--- config.mk ---
export PLATFORM = sky130hd
export DESIGN_NAME = sensor_monitor_flat
export DESIGN_NICKNAME = d
export VERILOG_FILES = /design/src/rtl/sensor_mon_pkg.sv /design/src/rtl/sensor_monitor_if.sv /design/src/rtl/sensor_debounce.sv /design/src/rtl/sensor_monitor.sv /design/src/flat_wrapper.sv
export SDC_FILE = /design/constraint.sdc
export NUM_CORES = 1
export LEC_CHECK = 0
export CAP_MARGIN = 5
export CELL_PAD_IN_SITES_DETAIL_PLACEMENT = 1
export CELL_PAD_IN_SITES_GLOBAL_PLACEMENT = 2
export CORE_UTILIZATION = 25
export CTS_BUF_LIST = sky130_fd_sc_hd__clkbuf_16
export DETAILED_ROUTE_END_ITERATION = 8
export DONT_BUFFER_PORTS = 1
export PLACE_DENSITY = 0.62
export SETUP_SLACK_MARGIN = 0.2
export SLEW_MARGIN = 10
export SYNTH_ARGS = -nofsm -noshare
export SYNTH_HDL_FRONTEND = slang
export SYNTH_SLANG_ARGS = --single-unit
--- constraint.sdc ---
create_clock -name clk -period 1.86 [get_ports clk]
set_clock_uncertainty 0.05 [all_clocks]
set_input_delay 0.558 -clock clk [delete_from_list [all_inputs] [get_ports clk]]
set_output_delay 0.558 -clock clk [all_outputs]
set_load 0.05 [all_outputs]
--- src/rtl/sensor_mon_pkg.sv ---
// Shared types, constants and the error rule for the sensor monitor.
package sensor_mon_pkg;

    typedef enum logic [1:0] {
        IDLE    = 2'd0,
        MONITOR = 2'd1,
        ALARM   = 2'd2,
        HOLD    = 2'd3
    } state_t;

    localparam int NUM_SENSORS = 4;

    function automatic logic sensor_err(input logic [3:0] f);
        return f[0] | (f[1] & f[2]) | (f[1] & f[3]);
    endfunction

endpackage

--- src/rtl/sensor_monitor_if.sv ---
// Host-side bundle of the sensor monitor; fault_count exists only with SENSOR_MON_FAULT_CNT_EN.
interface sensor_monitor_if
    import sensor_mon_pkg::*;
#(
    parameter int CNT_WIDTH = 8
);
    logic                   enable;
    logic [NUM_SENSORS-1:0] sensors;
    logic                   ack;
    logic                   sample_strobe;
    logic [NUM_SENSORS-1:0] sensors_filt;
    logic                   error;
    logic                   alarm;
`ifdef SENSOR_MON_FAULT_CNT_EN
    logic [CNT_WIDTH-1:0]   fault_count;
`endif

    modport master (
        output enable, sensors, ack,
        input  sample_strobe, sensors_filt, error, alarm
`ifdef SENSOR_MON_FAULT_CNT_EN
        , input fault_count
`endif
    );

    modport slave (
        input  enable, sensors, ack,
        output sample_strobe, sensors_filt, error, alarm
`ifdef SENSOR_MON_FAULT_CNT_EN
        , output fault_count
`endif
    );
endinterface

--- src/rtl/sensor_debounce.sv ---
// Single-bit strobe-qualified debouncer; srst holds the filter and counter at 0.
module sensor_debounce #(
    parameter int DEBOUNCE = 3
) (
    input  logic clk,
    input  logic n_rst,
    input  logic srst,
    input  logic strobe,
    input  logic raw,
    output logic filt
);
    logic [3:0] cnt_r;
    logic       filt_r;
    logic [3:0] cnt_inc_s;

    assign cnt_inc_s = cnt_r + 4'd1;
    assign filt      = filt_r;

    // Count consecutive disagreeing strobes; flip the filter once the run reaches DEBOUNCE.
    always_ff @(posedge clk or negedge n_rst) begin
        if (!n_rst) begin
            cnt_r  <= 4'd0;
            filt_r <= 1'b0;
        end else if (srst) begin
            cnt_r  <= 4'd0;
            filt_r <= 1'b0;
        end else if (strobe) begin
            if (raw != filt_r) begin
                if (cnt_inc_s == 4'(DEBOUNCE)) begin
                    filt_r <= ~filt_r;
                    cnt_r  <= 4'd0;
                end else begin
                    cnt_r  <= cnt_inc_s;
                end
            end else begin
                cnt_r <= 4'd0;
            end
        end
    end
endmodule

--- src/rtl/sensor_monitor.sv ---
// Sensor scan controller: sample divider, per-bit debounce, alarm/ack FSM.
// Optional saturating alarm counter enabled by SENSOR_MON_FAULT_CNT_EN.
module sensor_monitor
    import sensor_mon_pkg::*;
#(
    parameter int SAMPLE_DIV = 10,
    parameter int DEBOUNCE   = 3,
    parameter int CNT_WIDTH  = 8
) (
    input  logic            clk,
    input  logic            n_rst,
    sensor_monitor_if.slave bus
);
    localparam int DIV_W = (SAMPLE_DIV > 2) ? $clog2(SAMPLE_DIV) : 1;
    localparam logic [DIV_W-1:0] DIV_LAST = DIV_W'(SAMPLE_DIV - 1);

    state_t                 state_r;
    state_t                 state_next_s;
    logic [DIV_W-1:0]       div_r;
    logic [DIV_W-1:0]       div_next_s;
    logic                   strobe_r;
    logic                   alarm_r;
    logic                   clear_s;
    logic                   error_s;
    logic [NUM_SENSORS-1:0] filt_s;

    // A disable takes effect on the very next edge, so clear on the input level as well as in IDLE.
    assign clear_s = ~bus.enable | (state_r == IDLE);
    assign error_s = sensor_err(filt_s);

    // Divider wrap arithmetic.
    always_comb begin
        div_next_s = div_r;
        if (div_r == DIV_LAST) begin
            div_next_s = {DIV_W{1'b0}};
        end else begin
            div_next_s = div_r + DIV_W'(1);
        end
    end

    // Divider and registered strobe; strobe is high exactly while the divider sits at its last value.
    always_ff @(posedge clk or negedge n_rst) begin
        if (!n_rst) begin
            div_r    <= {DIV_W{1'b0}};
            strobe_r <= 1'b0;
        end else if (clear_s) begin
            div_r    <= {DIV_W{1'b0}};
            strobe_r <= 1'b0;
        end else begin
            div_r    <= div_next_s;
            strobe_r <= (div_next_s == DIV_LAST);
        end
    end

    genvar gi;
    generate
        for (gi = 0; gi < NUM_SENSORS; gi++) begin : g_deb
            sensor_debounce #(.DEBOUNCE(DEBOUNCE)) u_deb (
                .clk    (clk),
                .n_rst  (n_rst),
                .srst   (clear_s),
                .strobe (strobe_r),
                .raw    (bus.sensors[gi]),
                .filt   (filt_s[gi])
            );
        end
    endgenerate

    // Next-state logic; enable low overrides everything, including a same-cycle ack.
    always_comb begin
        state_next_s = state_r;
        if (!bus.enable) begin
            state_next_s = IDLE;
        end else begin
            case (state_r)
                IDLE:    state_next_s = MONITOR;
                MONITOR: state_next_s = error_s ? ALARM : MONITOR;
                ALARM: begin
                    if (bus.ack) begin
                        state_next_s = error_s ? HOLD : MONITOR;
                    end else begin
                        state_next_s = ALARM;
                    end
                end
                HOLD:    state_next_s = error_s ? HOLD : MONITOR;
                default: state_next_s = IDLE;
            endcase
        end
    end

    // State register with alarm registered from the next state so it tracks ALARM exactly.
    always_ff @(posedge clk or negedge n_rst) begin
        if (!n_rst) begin
            state_r <= IDLE;
            alarm_r <= 1'b0;
        end else begin
            state_r <= state_next_s;
            alarm_r <= (state_next_s == ALARM);
        end
    end

    assign bus.sample_strobe = strobe_r;
    assign bus.sensors_filt  = filt_s;
    assign bus.error         = error_s;
    assign bus.alarm         = alarm_r;

`ifdef SENSOR_MON_FAULT_CNT_EN
    logic [CNT_WIDTH-1:0] fault_r;

    // Saturating count of raised alarms; survives disable, cleared only by reset.
    always_ff @(posedge clk or negedge n_rst) begin
        if (!n_rst) begin
            fault_r <= {CNT_WIDTH{1'b0}};
        end else if ((state_r == MONITOR) && (state_next_s == ALARM) &&
                     (fault_r != {CNT_WIDTH{1'b1}})) begin
            fault_r <= fault_r + CNT_WIDTH'(1);
        end
    end

    assign bus.fault_count = fault_r;
`endif
endmodule
--- src/flat_wrapper.sv ---
// flat-port wrapper written by rule: the top's interface ports become plain ports
module sensor_monitor_flat import sensor_mon_pkg::*;
#(
    parameter int SAMPLE_DIV = 10,
    parameter int DEBOUNCE   = 3,
    parameter int CNT_WIDTH  = 8
)
  (clk, n_rst, bus_enable, bus_sensors, bus_ack, bus_sample_strobe, bus_sensors_filt, bus_error, bus_alarm);
  sensor_monitor_if #(.CNT_WIDTH(CNT_WIDTH)) bus_i ();
  input  logic clk;
  input  logic n_rst;
  input wire logic [$bits(bus_i.enable)-1:0] bus_enable;
  input wire logic [$bits(bus_i.sensors)-1:0] bus_sensors;
  input wire logic [$bits(bus_i.ack)-1:0] bus_ack;
  output wire logic [$bits(bus_i.sample_strobe)-1:0] bus_sample_strobe;
  output wire logic [$bits(bus_i.sensors_filt)-1:0] bus_sensors_filt;
  output wire logic [$bits(bus_i.error)-1:0] bus_error;
  output wire logic [$bits(bus_i.alarm)-1:0] bus_alarm;
  assign bus_i.enable = bus_enable;
  assign bus_i.sensors = bus_sensors;
  assign bus_i.ack = bus_ack;
  assign bus_sample_strobe = bus_i.sample_strobe;
  assign bus_sensors_filt = bus_i.sensors_filt;
  assign bus_error = bus_i.error;
  assign bus_alarm = bus_i.alarm;
  sensor_monitor #(.SAMPLE_DIV(SAMPLE_DIV), .DEBOUNCE(DEBOUNCE), .CNT_WIDTH(CNT_WIDTH)) u_core (.clk(clk), .n_rst(n_rst), .bus(bus_i));
endmodule
Word level (Yosys, flattened, before mapping)
Index checks and enable logic that the tools add are counted.

Add/subtract/negate cells: 5. Eq/ne operators: 14. Muxes and demuxes: 40. Bitwise gates (word level): 10. Reductions and logical operators: 14.

Operators by type and width (count): 2-to-1 mux 4 bit (18); adder 4 x 1 -> 4 bit (second input constant) (5); nonzero test 2 bit (9); 2-to-1 mux 1 bit (17); equality test 4 x 2 -> 1 bit (second input constant) (4); AND reduction 3 bit (4); equality test 4 bit (second input constant) (2); 2-to-1 mux 2 bit (4); one-hot mux 2 bit (4 select lines) (1); equality test 2 bit (second input constant) (3); NOT 1 bit (5); inequality test 1 bit (4); OR 1 bit (3); AND 1 bit (2); equality test 2 x 1 -> 1 bit (second input constant) (1); logical NOT 2 bit (1).

Flip-flop bits (word level): 28. Output and inout bits: 7. Word-level logic and storage cells: 95.

Depth between registers and ports, before layout
Gate-level depths: netlist (run 1).

Depth after elaboration: 8. Depth in mapped cells: 5. Depth with buffers taken out: 5.

Cells and area by module
Synthesis (run 1) repeated with hierarchy kept, for this count alone.

Cell total of the unflattened synthesis: 163. Area total of the unflattened synthesis: 1609.0 um^2.

By module, submodules not included: sensor_debounce (times used 4, cells an instance 32, area each 311.5 um^2, seq. area each 125.1 um^2); sensor_monitor (times used 1, cells an instance 35, area each 362.8 um^2, seq. area each 200.2 um^2).

Least setup slack after synthesis (run 1)
Ideal clock, no wire load.

Path kind: register -> output. Start: register u_core.g_deb[3].u_deb.filt_r. End: output port bus_error. Arrival time: 0.889 ns. Data required time: 1.252 ns. Setup slack: 0.363 ns. Stages on the path, launching flop included: 3. Path buffers: 0. Cells stage by stage: dfrtp_1 > o21ai_0 > nand2b_1.

Longest elaborated chain between the ends: 2.

Ends and longest elaborated chain: start: declaration (line sensor_debounce.sv:13) `logic filt_r;`; start signal: assignment (line sensor_debounce.sv:30) `filt_r <= ~filt_r;`; AND 1 bit (line sensor_mon_pkg.sv:14) `return f[0] | (f[1] & f[2]) | (f[1] & f[3]);`; OR 1 bit (line sensor_mon_pkg.sv:14); end: declaration (line flat_wrapper.sv:17) `output wire logic [$bits(bus_i.error)-1:0] bus_error;`.

No other way between the ends.

Final worst setup path (run 1)
Ends and elaborated chain as after synthesis.

==> run_results.csv, run 1 <==
group,metric,value,unit
critical_path,worst_path_max_delay_cell,"dfrtp_1",
routing,initialDrtViolationCount,61,
clock_tree,insertion_delay,270,ps
placed_design,dp_hpwl,2.93,mm
logic_synthesis,post_synthesis_sequential_element_count,28,
flow_run,maxCapViolations,0,
sta,slew_viol_final,0,
die,core-area,6310,um^2
power_and_ir_drop,total_chip_power,1330,uW
routing,vias,1277,
critical_path,crit_family,"flip-flops",
power_and_ir_drop,cell_leakage_power,0.000789,uW
logic_synthesis,synth-main-ff-cell,"dfrtp_1",
critical_path,critical_path_buffer_and_inverter_count,0,
die,dieArea,6850,um^2
logic_synthesis,synth_enable_flop_cells,0,
logic_synthesis,ys_top_cells_by_count,"28 x dfrtp_1, 21 x nand2_1, 11 x o21ai_0, 8 x ha_1, 7 x nor2_1",
critical_path,critical_path_required,1250,ps
placed_design,placedInstanceArea,1740,um^2
clock_tree,cts_post_setup_buffers_inserted,0,
clock_tree,cts_max_level,1,
run_status,status,"finished clean",
cells_and_area,insertedDiodeCount,0,
logic_synthesis,synth.cell_area,1630,um^2
die,initial_core_util,0.258,
sta,min_period,1630,ps
sta,hold_violations,0,
critical_path,crit_path_max_incr_delay,400,ps
logic_synthesis,syn-num-nets,186,
logic_synthesis,async_reset_ff_frac,1.00,
clock_tree,clkSlewWorstSetupHoldPaths,80,ps
die,num_io_pins,15,
logic_synthesis,post_synth.cell_area_avg,9.60,um^2
grt,grt_overflow,0,
logic_synthesis,post_synth_top_area_share,0.429,
clock_tree,cts_root_buf,"clkbuf_16",
sta,period_share,0.876,
logic_synthesis,yosys_warnings,0,
cells_and_area,postLayoutCellArea,1880,um^2
grt,antenna_found_initial,0,
sta,finalSetupViolCount,0,
grt,grt_start_max_net_pins,29,
sta,timing_worst_slew_pin_value,448,ps
clock_tree,clock-sinks,28,
logic_synthesis,cells_after_synth,170,
routing,drt_drc_violations_left,0,
critical_path,critical_path_arrival,1020,ps
power_and_ir_drop,powerDensity,705,nW/um^2
cells_and_area,drive_gt1_frac,0.126,
routing,detail_routed_net_length_per_standard_cell,15.4,um
sta,achievable-frequency,0.613,GHz
power_and_ir_drop,vdd_drop_max,0.000449,V
die,die-height,82.8,um
die,die_width,82.8,um
logic_synthesis,post_synth_main_area_contributors,"dfrtp_1 43%, ha_1 6.1%, nand2_1 4.8%",
critical_path,worst-setup-path-type,"register to output port",
clock_tree,cts-buffers-inserted,3,
grt,grtUsageTotal,0.125,
critical_path,setup.worst_path.start_class,"register",
sta,totalNegativeSetupSlack,0,ps
logic_synthesis,synthDistinctLibCells,38,
die,placement_rows,29,
clock_tree,tritoncts,"built",
logic_synthesis,yosysMostFrequentCell,"dfrtp_1",
logic_synthesis,yosysTopAreaCell,"dfrtp_1",
placed_design,io_buffer_count,0,
grt,grt_first_pass_wirelength,6.44,mm
routing,post_drt_via_cell_ratio,5.07,
critical_path,end_kind,"output port",
routing,routed_wirelength,3.87,mm
critical_path,critical_path_peak_fanout,3,
sta,slew_headroom,0.702,
cells_and_area,flow.area_growth_from_synthesis,15.4,%
critical_path,crit_path_cell_trace,"o21ai_2, nand2b_4",
routing,drt_pre_antenna_iters,2,
sta,grt_setup_unrepaired,"yes",
routing,number_of_nets_with_antenna_violations_after_detailed_routing,0,
clock_tree,ctsLongestPathBuffers,2,
placed_design,place_congestion,0.709,
logic_synthesis,seq_area_frac_synth,0.429,
grt,first_global_vias,1339,
hold_path,timing.hold.worst.class,"primary input to asynchronous set/reset pin",
cells_and_area,nets,192,
-- per-layer routing --
layer  GRT usage  part of all wire  up-vias  wire length, um
met3      0.0372             0.044        4              169
met4      0.0431             0.012        0               45
met1       0.130              0.41      646             1580
li1            -                 -      619                -
met5           0                 0        -                0
met2       0.237              0.54        8             2080
-- worst register-to-register path, delay by kind of cell, from the launching register on --
kind	cells	cell delay, ps
adders and majority gates	1	270
DFF	1	460
and+or+nand+nor	2	440
AOI/OAI and AO/OA	2	200
-- report_power, final --
| group | internal (uW) | total, uW | switching (uW) | leakage (uW) |
|---|---|---|---|---|
| logic | 17.1 | 51.0 | 33.9 | 0.000350 |
| registers | 611 | 616 | 4.40 | 0.000388 |
| clock network | 430 | 660 | 231 | 0.0000511 |
| total | 1060 | 1330 | 269 | 0.000789 |
-- placed cells by master (no fill, tap or decap), types with 4 or more instances in the layout --
cell type,n
inv_1,6
o21ai_0,10
nand2_1,21
ha_1,8
a21oi_1,4
nand3_1,6
nor2_1,7
nand3b_1,6
a21o_1,4
nor3_1,5
xor2_1,6
buf_4,9
o21ai_1,4
dfrtp_1,28
nand4b_1,6
-- state kept, by name (all words and copies together) (netlist names) --
| name | count |
|---|---|
| u_core.bus.alarm | 1 |
| u_core.bus.sample_strobe | 1 |
| u_core.div_r | 4 |
| u_core.g_deb.u_deb.cnt_r | 16 |
| u_core.g_deb.u_deb.filt | 4 |
| u_core.state_r | 2 |
-- stage by stage --
| step | util | cells | setup WS [ps] | hold WS, ps |
|---|---|---|---|---|
| finish | 0.298 | 252 | 230 | 53.9 |
| global route | 0.298 | 252 | 185 | 57.1 |
| detailed placement | 0.276 | 247 | 256 | 213 |
| global placement | 0.276 | 247 | 253 | 214 |
| CTS | 0.298 | 252 | 207 | 57.5 |
| floorplan | - | 170 | 363 | 212 |
-- layout make-up --
cell class              instances  area (um^2)
multi-input cells             127          871
clock buffers                   3         75.1
well taps                      77         96.3
repair buffers                 10         87.6
fillers                       734         4430
clock inverters                 1         30.0
inverters                       6         22.5
flip-flops and latches         28          701
-- cell families (layout without fill, tap and decap cells) --
| kind of cell | Yosys count | in the layout | synth area share |
|---|---|---|---|
| AO/OA/AOI/OAI | 43 | 43 | 0.186 |
| XOR/XNOR | 9 | 9 | 0.0483 |
| adder cells (fa/ha/maj) | 8 | 8 | 0.0614 |
| buffers and inverters | 15 | 20 | 0.0460 |
| flip-flops | 28 | 28 | 0.429 |
| multiplexers | 3 | 3 | 0.0192 |
| AND/OR/NAND/NOR | 64 | 64 | 0.209 |
-- path summary, 6_finish.rpt --
kind,end,from,slack [ps],depth (start not counted)
setup / recovery,bus_error,u_core.g_deb[3].u_deb.filt,230,2
hold / removal,u_core.g_deb[2].u_deb.cnt_r[3],n_rst,50,1
setup reg to reg,u_core.g_deb[0].u_deb.cnt_r[0],u_core.g_deb[0].u_deb.cnt_r[1],320,5
hold reg to reg,u_core.bus.sample_strobe,u_core.div_r[1],480,1
max in group asynchronous,u_core.div_r[3],n_rst,1540,1
min in group clk,u_core.g_deb[1].u_deb.filt,bus_sensors[1],360,2
-- repair_timing --
action                                  4_1_cts  5_1_grt
gates cloned                                  0        0
endpoints found under the setup margin        1        7
pin swaps                                     0        1
gates resized for setup                       4        1
hold endpoints to repair                     28        0
hold buffers                                  1        0
No activity file was read; power rests on OpenSTA's default activity.
==> run 2, diff against run 1 <==
CELL_PAD_IN_SITES_DETAIL_PLACEMENT = not set   (was 1)
CELL_PAD_IN_SITES_GLOBAL_PLACEMENT = not set   (was 2)
PLACE_DENSITY = 0.48   (was 0.62)
RECOVER_POWER = 25   (was not set)
==> run 2 against run 1 <==
Against the previous run: combinational power is 4.3% lower; sequential share of layout area up 0.15 points; maximum frequency increased by 1.1%; critical path type unchanged.
==> run_results.csv, run 2 (synthesized netlist as in run 1, its figures left out) <==
group,metric,value,unit
sta,worst_slack,248,ps
power_and_ir_drop,power_frac_clock,0.493,
hold_path,timing.hold.worst.class,"primary input to asynchronous set/reset pin",
cells_and_area,top_register,"u_core.g_deb.u_deb.cnt_r",
grt,first_global_vias,1171,
clock_tree,insertion_delay,270,ps
clock_tree,ctsLongestPathBuffers,2,
die,core-area,6310,um^2
clock_tree,clkSlewWorstSetupHoldPaths,70,ps
placed_design,place_ws,319,ps
die,num_io_pins,15,
cells_and_area,drive_gt1_frac,0.131,
routing,drt_pre_antenna_iters,4,
grt,highest_utilization_routing_layer_at_the_global_route_stage,"met2",
grt,grt.met2_usage,0.177,
sta,grt_setup_unrepaired,"no",
cells_and_area,final-seq-area,701,um^2
power_and_ir_drop,power.combinational.fraction,0.037,
sta,hold_violations,0,
critical_path,worst_r2r_path_depth,5,
clock_tree,cts_max_level,1,
grt,grtUsageTotal,0.107,
grt,grt_overflow,0,
clock_tree,cts_post_setup_buffers_inserted,0,
sta,period_share,0.866,
routing,drt_drc_violations_left,0,
critical_path,worst-setup-path-type,"register to output port",
critical_path,critical_path_required,1250,ps
cells_and_area,largest_reg_flops,16,
run_status,status,"finished clean",
cells_and_area,utilization,0.297,
cells_and_area,insertedDiodeCount,0,
die,die_width,82.8,um
die,initial_core_util,0.258,
grt,grt_first_pass_wirelength,5.46,mm
die,placement_rows,29,
die,die-height,82.8,um
critical_path,r2r_end,"u_core.g_deb[3].u_deb.cnt_r[1]",
critical_path,end_kind,"output port",
clock_tree,tritoncts,"built",
routing,number_of_nets_with_antenna_violations_after_detailed_routing,0,
cells_and_area,fillerInstances,684,
cells_and_area,layout.cells.most_common_list,"28 x dfrtp_1, 21 x nand2_1, 10 x o21ai_0, 10 x buf_4, 8 x ha_1",
power_and_ir_drop,cell_leakage_power,0.000788,uW
sta,achievable-frequency,0.620,GHz
power_and_ir_drop,netSwitchingPower,255,uW
cells_and_area,flow.area_growth_from_synthesis,15.0,%
power_and_ir_drop,switching_share,0.195,
routing,post_drt_via_cell_ratio,5.02,
power_and_ir_drop,power.share.sequential,0.470,
power_and_ir_drop,intPower,1060,uW
sta,totalNegativeSetupSlack,0,ps
grt,m1_gr_usage,0.136,
sta,timing_worst_slew_pin_value,738,ps
routing,routed_wirelength,3.32,mm
routing,vias,1271,
flow_run,maxCapViolations,0,
power_and_ir_drop,total_chip_power,1310,uW
routing,initialDrtViolationCount,32,
placed_design,io_buffer_count,0,
grt,antenna_found_initial,0,
cells_and_area,nets,193,
placed_design,place_congestion,0.669,
critical_path,reg2reg_slack,360,ps
sta,slew_viol_final,0,
sta,finalSetupViolCount,0,
routing,detail_routed_net_length_per_standard_cell,13.1,um
clock_tree,cts_root_buf,"clkbuf_16",
sta,min_period,1610,ps
clock_tree,clock-sinks,28,
sta,slew_headroom,0.508,
grt,gr-usage-met3,0.0350,
critical_path,critical_path_peak_fanout,4,
critical_path,critical_path_arrival,1000,ps
clock_tree,cts-buffers-inserted,3,
grt,grt_start_max_net_pins,29,
cells_and_area,final_common_cell,"dfrtp_1",
power_and_ir_drop,powerDensity,699,nW/um^2
die,dieArea,6850,um^2
power_and_ir_drop,vdd_drop_max,0.000336,V
critical_path,worstReg2RegStart,"u_core.g_deb[3].u_deb.cnt_r[1]",
placed_design,dp_hpwl,2.39,mm
critical_path,setup.worst_path.start_class,"register",
cells_and_area,multi_input_logic_area,871,um^2
==> run 2: cell types whose count changed in the layout (fill, tap and decap cells not counted), sizes merged <==
cell    before  now
clkbuf       3    4
==> run 2: power by group through the flow <==
stage	Clock (uW)	Sequential, uW	Combinational (uW)
5_1_grt	682	616	56.8
3_5_place_dp	0	627	36.2
4_1_cts	667	615	54.3
6_report	646	616	48.8
2_1_floorplan	0	627	24.3
3_3_place_gp	0	627	35.7
==> run 2: routing by layer <==
| metal | up-vias | share of wire |
|---|---|---|
| li1 | 625 | - |
| met1 | 627 | 0.48 |
| met2 | 19 | 0.46 |
| met3 | 0 | 0.060 |
| met4 | 0 | 0 |
| met5 | - | 0 |
==> run 2: final cells by class <==
cell class | count | area share
flip-flops and latches | 28 | 0.374
clock buffers | 3 | 0.0400
multi-input cells | 127 | 0.464
repair buffers | 11 | 0.0427
clock inverters | 1 | 0.0160
well taps | 77 | 0.0514
inverters | 6 | 0.0120
==> run 2: critical path, stage by stage (launching register included) <==
cell and delay [ps]:
dfrtp_1 390, buf_4 160, buf_4 190
==> run 2: how the worst max path moves through the flow <==
stage                                from                              to  depth (start not counted)
3_3_place_gp            u_core.state_r[0]  u_core.g_deb[2].u_deb.cnt_r[2]                          4
4_1_cts        u_core.g_deb[2].u_deb.filt                       bus_error                          2
6_report       u_core.g_deb[0].u_deb.filt             bus_sensors_filt[0]                          2
5_1_grt        u_core.g_deb[2].u_deb.filt                       bus_error                          2
2_1_floorplan  u_core.g_deb[3].u_deb.filt                       bus_error                          2
3_5_place_dp            u_core.state_r[1]  u_core.g_deb[2].u_deb.cnt_r[2]                          4
==> run 2: repair_timing <==
action | in CTS | in global routing
endpoints found under the setup margin | 1 | 2
gates resized for setup | 2 | 3
endpoints found under the hold margin | 28 | 0
hold buffers | 1 | 0
==> run 2: stage by stage <==
stage                     area [um^2]  hold WS (ps)  instances
after floorplan                  1630           212        170
after global placement           1750           213        248
after detailed placement         1750           213        248
after CTS                        1880          57.9        253
after global routing             1880           363        253
final                            1880           289        253
==> run 3, diff against run 2 <==
CELL_PAD_IN_SITES_DETAIL_PLACEMENT = 1   (was not set)
CELL_PAD_IN_SITES_GLOBAL_PLACEMENT = 1   (was not set)
PLACE_DENSITY = 0.56   (was 0.48)
==> run 3 against run 2 <==
Against the previous run: clock power rose by 0.8%; sequential power barely moved; sequential share of layout area fell by 0.12 points; critical path depth did not move; design area rose by 0.33%; first-iteration DRC count fell by 6.3%; worst hold slack improved by 86 ps; register-to-register slack got worse by 40 ps; final cell count fell by 0.79%; combinational power rose by 3%; setup slack got worse by 19 ps; critical path type unchanged; largest power group unchanged.
==> run_results.csv, run 3 (synthesized netlist as in run 1, its figures left out) <==
group,metric,value,unit
sta,worst_slack,230,ps
sta,period_share,0.877,
power_and_ir_drop,vdd_drop_max,0.000320,V
hold_path,timing.hold.worst_endpoint,"u_core.g_deb[3].u_deb.filt",
clock_tree,clock-sinks,28,
cells_and_area,drive_gt1_frac,0.115,
clock_tree,cts_post_setup_buffers_inserted,0,
die,core-area,6310,um^2
placed_design,dp_hpwl,2.71,mm
hold_path,worstHoldPathCells,2,
placed_design,place_ws,306,ps
die,die-height,82.8,um
grt,grt_first_pass_wirelength,6.27,mm
cells_and_area,fillerInstances,737,
clock_tree,ctsLongestPathBuffers,2,
critical_path,worst-setup-path-type,"register to output port",
critical_path,crit_path_cell_trace,"o21ai_2, nand2b_4",
routing,routed_wirelength,3.77,mm
cells_and_area,utilization,0.298,
grt,grt_overflow,0,
critical_path,r2r_end,"u_core.g_deb[0].u_deb.filt",
cells_and_area,multi_input_logic_area,872,um^2
clock_tree,insertion_delay,270,ps
hold_path,holdCritStartpoint,"bus_sensors[3]",
grt,highest_utilization_routing_layer_at_the_global_route_stage,"met2",
grt,antenna_found_initial,0,
critical_path,reg2reg_slack,320,ps
cells_and_area,final_common_cell,"dfrtp_1",
die,initial_core_util,0.258,
critical_path,worst_r2r_path_depth,5,
cells_and_area,nets,191,
critical_path,crit_family,"flip-flops",
clock_tree,clkSlewWorstSetupHoldPaths,70,ps
power_and_ir_drop,cell_leakage_power,0.000789,uW
grt,m1_gr_usage,0.153,
die,die_width,82.8,um
sta,slew_viol_final,0,
critical_path,critical_path_arrival,1020,ps
cells_and_area,layout.cells.most_common_list,"28 x dfrtp_1, 21 x nand2_1, 10 x o21ai_0",
cells_and_area,insertedDiodeCount,0,
power_and_ir_drop,powerDensity,700,nW/um^2
grt,gr-usage-met3,0.0448,
grt,grt.met2_usage,0.196,
run_status,status,"finished clean",
critical_path,end_kind,"output port",
hold_path,timing.hold.worst.class,"primary input to register",
critical_path,critical_path_buffer_and_inverter_count,0,
routing,drt_drc_violations_left,0,
sta,totalNegativeSetupSlack,0,ps
power_and_ir_drop,total_chip_power,1320,uW
critical_path,worst_path_max_delay_cell,"dfrtp_1",
critical_path,crit_path_max_incr_delay,410,ps
sta,fin_hold_ws,375,ps
sta,achievable-frequency,0.613,GHz
die,num_io_pins,15,
critical_path,setup.worst_path.start_class,"register",
sta,min_period,1630,ps
cells_and_area,flow.area_growth_from_synthesis,15.3,%
clock_tree,cts_max_level,1,
routing,number_of_nets_with_antenna_violations_after_detailed_routing,0,
grt,first_global_vias,1284,
clock_tree,cts-buffers-inserted,3,
clock_tree,cts_root_buf,"clkbuf_16",
routing,post_drt_via_cell_ratio,5.09,
routing,drt_pre_antenna_iters,4,
clock_tree,tritoncts,"built",
sta,slew_headroom,0.0969,
grt,grtUsageTotal,0.124,
critical_path,critical_path_required,1250,ps
die,placement_rows,29,
grt,grt_start_max_net_pins,29,
placed_design,io_buffer_count,0,
critical_path,critical_path_peak_fanout,3,
critical_path,worstReg2RegStart,"u_core.g_deb[0].u_deb.cnt_r[1]",
routing,initialDrtViolationCount,30,
sta,finalSetupViolCount,0,
sta,grt_setup_unrepaired,"yes",
cells_and_area,final-seq-area,701,um^2
cells_and_area,largest_reg_flops,16,
routing,detail_routed_net_length_per_standard_cell,15.0,um
sta,hold_violations,0,
sta,timing_worst_slew_pin_value,1350,ps
cells_and_area,top_register,"u_core.g_deb.u_deb.cnt_r",
flow_run,maxCapViolations,0,
routing,vias,1277,
die,dieArea,6850,um^2
placed_design,place_congestion,0.741,
-- run 3: cell count changes in the layout (fill, tap and decap cells not counted) --
cell,previous run,this run
buf_4,10,7
nor3_1,5,4
buf_12,0,1
nor3_2,0,1
o21ai_2,2,1
clkbuf_2,1,0
o21ai_1,4,5
dlymetal6s2s_1,0,1
-- run 3: worst max path at each step --
stage	start	cells past startpoint	slack, ps	to
6_report	u_core.g_deb[3].u_deb.filt	2	230	bus_error
4_1_cts	u_core.g_deb[2].u_deb.filt	2	230	bus_error
2_1_floorplan	u_core.g_deb[3].u_deb.filt	2	360	bus_error
5_1_grt	n_rst	1	140	u_core.g_deb[2].u_deb.cnt_r[0]
3_3_place_gp	bus_enable	4	340	u_core.g_deb[2].u_deb.cnt_r[0]
3_5_place_dp	bus_enable	4	310	u_core.g_deb[1].u_deb.cnt_r[1]
-- run 3: final cells by class --
| class | instances | share of cell area |
|---|---|---|
| Clock inverter | 1 | 0.0160 |
| Sequential cell | 28 | 0.372 |
| Timing Repair Buffer | 9 | 0.0452 |
| Clock buffer | 3 | 0.0399 |
| Tap cell | 77 | 0.0512 |
| Multi-Input combinational cell | 127 | 0.463 |
| Inverter | 6 | 0.0120 |
-- run 3: repair_timing --
action                                  4_1_cts  5_1_grt
endpoints found under the hold margin        28        0
pin swaps                                     0        1
endpoints found under the setup margin        1        3
resized for setup                             4        1
hold buffers                                  1        0
-- run 3: power breakdown --
| part | internal (uW) | switching (uW) | leakage (uW) |
|---|---|---|---|
| Sequential | 611 | 4.23 | 0.000388 |
| Combinational | 15.5 | 35.0 | 0.000350 |
| Clock | 429 | 222 | 0.0000511 |
-- run 3: through the flow --
| step | cell area (um^2) | instances |
|---|---|---|
| 2_1_floorplan | 1630 | 170 |
| 3_3_place_gp | 1750 | 246 |
| 3_5_place_dp | 1750 | 246 |
| 4_1_cts | 1880 | 251 |
| 5_1_grt | 1880 | 251 |
| 6_report | 1880 | 251 |
-- run 3: metal layers --
layer / share of wire / vias up
met1: 0.45 / 639
met3: 0.063 / 7
met4: 0.018 / 0
li1: - / 616
met2: 0.47 / 15
met5: 0 / -
-- run 3: worst reg2reg max path: cells and delay by family, from the launching register on --
kind,cells,cell delay [ps]
DFF,1,450
AOI/OAI and AO/OA,3,420
adders and majority gates,1,270
and+or+nand+nor,1,230
